`config.mk`:
```
export PLATFORM = sky130hd
export DESIGN_NAME = sync_req_arbiter
export DESIGN_NICKNAME = d
export VERILOG_FILES = /design/src/rtl/sync_req_arbiter.sv
export SDC_FILE = /design/constraint.sdc
export NUM_CORES = 1
export LEC_CHECK = 0
export ABC_AREA = 1
export BUFFER_PORTS_ARGS = -buffer_cell sky130_fd_sc_hd__buf_2
export CAP_MARGIN = 20
export CELL_PAD_IN_SITES_DETAIL_PLACEMENT = 0
export CELL_PAD_IN_SITES_GLOBAL_PLACEMENT = 1
export CORE_MARGIN = 1
export CORE_UTILIZATION = 33
export CTS_BUF_LIST = sky130_fd_sc_hd__clkbuf_16
export DETAILED_ROUTE_END_ITERATION = 10
export PLACE_DENSITY_LB_ADDON = 0.1
export SYNTH_ARGS = -nofsm -noshare
export SYNTH_HDL_FRONTEND = slang
export SYNTH_SLANG_ARGS = --single-unit
```
`constraint.sdc`:
```
create_clock -name CLK -period 3.1 [get_ports CLK]
set_input_delay 0.93 -clock CLK [delete_from_list [all_inputs] [get_ports CLK]]
set_output_delay 0.93 -clock CLK [all_outputs]
set_load 0.02 [all_outputs]
```
`src/rtl/sync_req_arbiter.sv`:
```
// Round-robin arbiter for synchronized four-phase requests: one grant strobe
// per decision to a shared destination, level ACK returned to each requester.
module sync_req_arbiter #(
    parameter int NUM_REQ    = 4,
    parameter int DATA_WIDTH = 8,
    localparam int ID_WIDTH  = $clog2(NUM_REQ)
) (
    input  logic                          CLK,
    input  logic                          RST,
    input  logic [NUM_REQ-1:0]            REQ_SYNC,
    input  logic [NUM_REQ*DATA_WIDTH-1:0] REQ_DATA,
    input  logic                          DST_BUSY,
    output logic                          GNT_VLD,
    output logic [ID_WIDTH-1:0]           GNT_ID,
    output logic [DATA_WIDTH-1:0]         GNT_DATA,
    output logic [NUM_REQ-1:0]            ACK
);

    typedef enum logic [1:0] {
        IDLE  = 2'd0,
        ISSUE = 2'd1,
        GAP   = 2'd2
    } state_t;

    state_t                  state_reg, state_next;
    logic [ID_WIDTH-1:0]     last_reg, last_next;
    logic [NUM_REQ-1:0]      ack_reg, ack_next;
    logic                    gnt_vld_reg, gnt_vld_next;
    logic [ID_WIDTH-1:0]     gnt_id_reg, gnt_id_next;
    logic [DATA_WIDTH-1:0]   gnt_data_reg, gnt_data_next;

    logic [NUM_REQ-1:0]      eligible;
    logic [NUM_REQ-1:0]      upper_mask;
    logic [NUM_REQ-1:0]      upper_elig;
    logic [NUM_REQ-1:0]      pick_src;
    logic                    any_upper;
    logic                    any_elig;
    logic                    grant;
    logic [ID_WIDTH-1:0]     win_id;
    logic [DATA_WIDTH-1:0]   win_data;

    // Per-requester eligibility, round-robin mask and ACK handshake.
    // Indices above LAST are searched first; if none qualifies the lowest
    // eligible index wins, which wraps modulo NUM_REQ without arithmetic.
    genvar gi;
    generate
        for (gi = 0; gi < NUM_REQ; gi++) begin : g_req
            assign eligible[gi]   = REQ_SYNC[gi] & ~ack_reg[gi];
            assign upper_mask[gi] = (ID_WIDTH'(gi) > last_reg);
            assign upper_elig[gi] = eligible[gi] & upper_mask[gi];
            assign ack_next[gi]   = (grant && (win_id == ID_WIDTH'(gi)))
                                  | (ack_reg[gi] & REQ_SYNC[gi]);
        end
    endgenerate

    assign any_upper = |upper_elig;
    assign any_elig  = |eligible;
    assign pick_src  = any_upper ? upper_elig : eligible;

    // Lowest set bit of the chosen candidate vector is the winner.
    always_comb begin
        win_id   = '0;
        win_data = '0;
        for (int i = NUM_REQ - 1; i >= 0; i--) begin
            if (pick_src[i]) begin
                win_id   = ID_WIDTH'(i);
                win_data = REQ_DATA[i*DATA_WIDTH +: DATA_WIDTH];
            end
        end
    end

    always_comb begin
        state_next    = state_reg;
        last_next     = last_reg;
        gnt_vld_next  = 1'b0;
        gnt_id_next   = gnt_id_reg;
        gnt_data_next = gnt_data_reg;
        grant         = 1'b0;
        case (state_reg)
            IDLE: begin
                if (!DST_BUSY && any_elig) begin
                    grant         = 1'b1;
                    gnt_vld_next  = 1'b1;
                    gnt_id_next   = win_id;
                    gnt_data_next = win_data;
                    last_next     = win_id;
                    state_next    = ISSUE;
                end
            end
            ISSUE:   state_next = GAP;
            // GAP gives the destination a cycle to raise DST_BUSY.
            GAP:     state_next = IDLE;
            default: state_next = IDLE;
        endcase
    end

    always_ff @(posedge CLK) begin
        if (!RST) begin
            state_reg    <= IDLE;
            last_reg     <= ID_WIDTH'(NUM_REQ - 1);
            ack_reg      <= '0;
            gnt_vld_reg  <= 1'b0;
            gnt_id_reg   <= '0;
            gnt_data_reg <= '0;
        end else begin
            state_reg    <= state_next;
            last_reg     <= last_next;
            ack_reg      <= ack_next;
            gnt_vld_reg  <= gnt_vld_next;
            gnt_id_reg   <= gnt_id_next;
            gnt_data_reg <= gnt_data_next;
        end
    end

    assign GNT_VLD  = gnt_vld_reg;
    assign GNT_ID   = gnt_id_reg;
    assign GNT_DATA = gnt_data_reg;
    assign ACK      = ack_reg;

endmodule

```
# --- After elaboration in Yosys (flattened, before gate mapping) ---
# Cells that the tools add are included.
op_classes:
  order_cmp: 4
  n_eq_ne: 5
  n_mux: 13
  bitwise: 20
  n_reduce_logical: 11
ops:
  columns: ["operator", "count"]
  rows:
  - ["$mux W8", 4]
  - ["$and A1 B1 Y1", 12]
  - ["$mux W2", 5]
  - ["$reduce_or A4 Y1", 2]
  - ["$logic_and A1 B1 Y1", 5]
  - ["$eq A2 B1 Y1 const B", 2]
  - ["$eq A2 B2 Y1 const B", 2]
  - ["$gt A1 B2 Y1 const A", 2]
  - ["$gt A2 B2 Y1 const A", 2]
  - ["$logic_not A2 Y1", 2]
  - ["$mux W4", 1]
  - ["$not A1 Y1", 4]
  - ["$or A1 B1 Y1", 4]
  - ["$pmux W2 S2", 1]
  - ["$mux W1", 2]
  - ["$ne A2 B2 Y1 const B", 1]
  - ["$reduce_and A2 Y1", 1]
  - ["$logic_not A1 Y1", 1]
totals:
  regBits: 19
  inputBits: 39
  out_inout_bits: 15
  word_cells: 59

# --- Logic depth before layout (Yosys ltp) ---
depth:
  word_depth: 12
  mapped_depth: 11
  ltp_nobuf: 11

# --- Worst setup path before layout ---
# OpenSTA, ideal clock, no wires.
synth_timing:
  path_kind: "input to register"
  from: "in REQ_SYNC[1]"
  to: "reg gnt_data_reg[5] (netlist: GNT_DATA[5])"
  setup_time_ns: 0.132
  arrival_time_ns: 1.758
  t_required_ns: 2.968
  path_slack_ns: 1.210
  stages: 11
  path_buffers: 1
  cell_sequence: "inv_1 -> nor2_4 -> nand2_2 -> nand2_2 -> nor2_8 -> inv_4 -> buf_6 -> nor2_1 -> nor2_1 -> nand2_1 -> a21oi_1"
synth_via:
  elab_chain_cells: 8
  word_cells_on_any_way: 11
  cone_classes: "5 x mux; 2 x bitwise; 4 x reduce/logical"
synth_rtl:
  columns: ["item", "line", "rtl"]
  rows:
  - ["from (decl)", "10", "input logic [NUM_REQ-1:0] REQ_SYNC,"]
  - ["$and A1 B1 Y1 *", "48", "assign eligible[gi] = REQ_SYNC[gi] & ~ack_reg[gi];"]
  - ["$and A1 B1 Y1", "50", "assign upper_elig[gi] = eligible[gi] & upper_mask[gi];"]
  - ["$reduce_or A4 Y1", "56", "assign any_upper = |upper_elig;"]
  - ["$mux W4", "58", "assign pick_src = any_upper ? upper_elig : eligible;"]
  - ["$mux W8 (4 in a row)", "65", "if (pick_src[i]) begin"]
  - ["to (signal assigned)", "111", "gnt_data_reg <= gnt_data_next;"]
  - ["to (decl)", "30", "logic [DATA_WIDTH-1:0] gnt_data_reg, gnt_data_next;"]
# Every way passes the cells marked *; elsewhere a longest branch is shown, timed or not.
# A chain may end at the register's enable or synchronous reset.

# --- Final worst setup path ---
layout_timing:
  from: "in REQ_SYNC[2]"
  to: "reg ack_reg[0] (netlist: ACK[0])"
layout_via:
  elab_chain_cells: 11
  word_cells_on_any_way: 15
  cone_classes: "7 x mux; 3 x bitwise; 5 x reduce/logical"
layout_rtl:
  columns: ["item", "line", "rtl"]
  rows:
  - ["$and A1 B1 Y1 *", "48", null]
  - ["$and A1 B1 Y1", "50", null]
  - ["$reduce_or A4 Y1", "56", null]
  - ["$mux W4", "58", null]
  - ["$mux W2 (4 in a row)", "65", null]
  - ["$logic_not A2 Y1", "51", "assign ack_next[gi] = (grant && (win_id == ID_WIDTH'(gi)))"]
  - ["$logic_and A1 B1 Y1 *", "51", null]
  - ["$or A1 B1 Y1 *", "52", "| (ack_reg[gi] & REQ_SYNC[gi]);"]
  - ["to (signal assigned)", "108", "ack_reg <= ack_next;"]
  - ["to (decl)", "27", "logic [NUM_REQ-1:0] ack_reg, ack_next;"]
# Marks and branches as above.

==> impl_metrics.env <==
export IMPL_hold_ws_ps=409
export IMPL_grt_pass1_vias=1123
export IMPL_synth_area_mm2=0.00122
export IMPL_core_mm2=0.00344
export IMPL_syn_inst=195
export IMPL_fp_dieW_um=62.8
export IMPL_synth_seq_cells=19
export IMPL_ant_nets=0
export IMPL_cts_repair_resized=0
export IMPL_cts_root_buffer="clkbuf_16"
export IMPL_grt_pass1_wl_um=5010
export IMPL_diodes=0
export IMPL_hold_start="state_reg[1]$_SDFFE_PN0P_"
export IMPL_postSynthAreaPerCell_um2=6.26
export IMPL_fp_dieArea_mm2=0.00395
export IMPL_total_power_uw=796
export IMPL_row_count=21
export IMPL_status="finished clean"
export IMPL_path_clk_slew_ps=50
export IMPL_path_max_fanout=12
export IMPL_nFillCells=376
export IMPL_max_freq_mhz=483
export IMPL_viasPerCell=4.43
export IMPL_fin_crit_ps=2070
export IMPL_finalHoldViolCount=0
export IMPL_timing_rr_start="last_reg[1]$_SDFFE_PN1P_"
export IMPL_syn_nets=234
export IMPL_drv_cap=0
export IMPL_drt_first_iter_violations=102
export IMPL_dr_pass1_iters=4
export IMPL_cts_tree="built"
export IMPL_yosysSeqAreaShare=0.311
export IMPL_critical_path_class="input pin to flip-flop"
export IMPL_cts_buffer_depth=2
export IMPL_vias=1299
export IMPL_crit_path_start_kind="input pin"
export IMPL_slew_viol_final=0
export IMPL_min_path_type="flip-flop to flip-flop"
export IMPL_hold_buffers=0
export IMPL_gr_total_overflow=0
export IMPL_die_y_um=62.8
export IMPL_peakVddDrop_v=0.000309
export IMPL_slew_headroom=0.689
export IMPL_start_util=0.355
export IMPL_drt_wl_total_um=2980
export IMPL_yosysTopAreaCellShare=0.311
export IMPL_seqCellArea_um2=380
export IMPL_synth_top_area_cell="dfxtp_1"
export IMPL_clock_sinks=19
export IMPL_setup_tns_ps=0
export IMPL_post_cts_buffers=0
export IMPL_final_layout_size_suffix_gt1_frac=0.312
export IMPL_multi_input_area_um2=718
export IMPL_gr_usage_all_layers=0.161
export IMPL_ys_types=21
export IMPL_cp_end_kind="flip-flop"
export IMPL_yosys_warnings=0
export IMPL_grt_antenna_before_repair=0
export IMPL_worst_pin_slew_ps=464
export IMPL_required_ps=3270
export IMPL_nets=287
export IMPL_skew_ps=1.05
export IMPL_p_leak_uw=0.000854
export IMPL_numCtsBuffers=3
export IMPL_portBuffers=53
export IMPL_ys_top_cells_by_area="dfxtp_1 (31%), nand2_1 (19%), a21oi_1 (9.8%)"
export IMPL_grt_max_degree=22
export IMPL_drc=0
export IMPL_crit_path_start="REQ_SYNC[2]"
export IMPL_pin_count=54
export IMPL_clk_latency_ps=250
export IMPL_largest_reg_flops=8
export IMPL_setup_viol=0
export IMPL_gp_routability_congestion=0.707
export IMPL_htree_levels=1
export IMPL_p_per_area_mw_per_mm2=503
export IMPL_cp_data_arrival_time_ps=2240
export IMPL_finalCritPeriodShare=0.668
export IMPL_wire_per_inst_um=10.2
export IMPL_rsz0062_at_grt="false"
export IMPL_syn2layout_area_growth_pct=29.6
export IMPL_hpwl_um=2330
[final timing paths]
check | end | slack, ps | cells after the start
max reg2reg | ACK[0]$_SDFF_PN0_ | 1390 | 9
min | state_reg[1]$_SDFFE_PN0P_ | 410 | 1
max | ACK[0]$_SDFF_PN0_ | 1030 | 9
min reg2reg | state_reg[1]$_SDFFE_PN0P_ | 410 | 1
[area by class of cell]
cell class,count,share of cell area
multi-input combinational,150,0.454
sequential,19,0.240
timing repair buffer,53,0.168
inverter,21,0.0514
clock buffer,3,0.0474
tap,46,0.0364
clock inverter,1,0.00316
[per-layer routing]
metal | GRT usage | part of all wire
met2 | 0.219 | 0.39
met3 | 0.0401 | 0.061
met1 | 0.230 | 0.53
met4 | 0.0785 | 0.018
met5 | 0 | 0
[stage by stage]
stage | util | instance area (um2) | instances | worst slack, ps
global route | 0.460 | 1580 | 293 | 805
detailed placement | 0.437 | 1500 | 289 | 781
finish | 0.460 | 1580 | 293 | 1030
global placement | 0.437 | 1500 | 289 | 748
CTS | 0.460 | 1580 | 293 | 1040
floorplan | - | 1220 | 195 | 1210
[cells in the mapped netlist, drive strengths merged]
cell / count
nand2: 73
nor2: 34
a21oi: 24
inv: 20
dfxtp: 19
nand3: 15
buf: 4
nand4: 2
clkbuf: 1
clkinv: 1
nor3: 1
o211ai: 1
[logic make-up (layout without fill, tap and decap cells)]
group                  count (synthesis)  in the layout  synth area share
and+or+nand+nor                      125            125             0.484
DFF                                   19             19             0.311
buffers and inverters                 26             78             0.100
AOI/OAI and AO/OA                     25             25             0.105
[critical path: stages]
cell and delay, ps:
buf_2 100, nand3_1 340, nand2_2 270, nand2_1 80, nand2_2 150, nand2_1 100
nand2_1 60, nand3_1 70, a21oi_1 120
[layout by cell type (no fill, tap or decap)]
cell type | synthesis | final
nand2_1 | 63 | 63
buf_2 | 0 | 53
nor2_1 | 29 | 29
a21oi_1 | 24 | 24
dfxtp_1 | 19 | 19
inv_1 | 17 | 17
nand3_1 | 14 | 14
nand2_2 | 8 | 8
clkbuf_16 | 0 | 3
nor2_2 | 2 | 2
inv_2 | 2 | 2
nand2_4 | 2 | 2
nor2_8 | 2 | 2
nand4_1 | 2 | 2
clkinv_1 | 1 | 1
nor2_4 | 1 | 1
nor3_4 | 1 | 1
nand3_2 | 1 | 1
inv_4 | 1 | 1
o211ai_1 | 1 | 1
clkinv_2 | 0 | 1
[report_power, final]
part	leakage, uW	internal, uW	switching, uW
Sequential	0.000156	267	12.3
Combinational	0.000657	89.4	163
Clock	0.0000409	173	91.5
Total	0.000854	529	266
(Power assumes the default switching activity.)
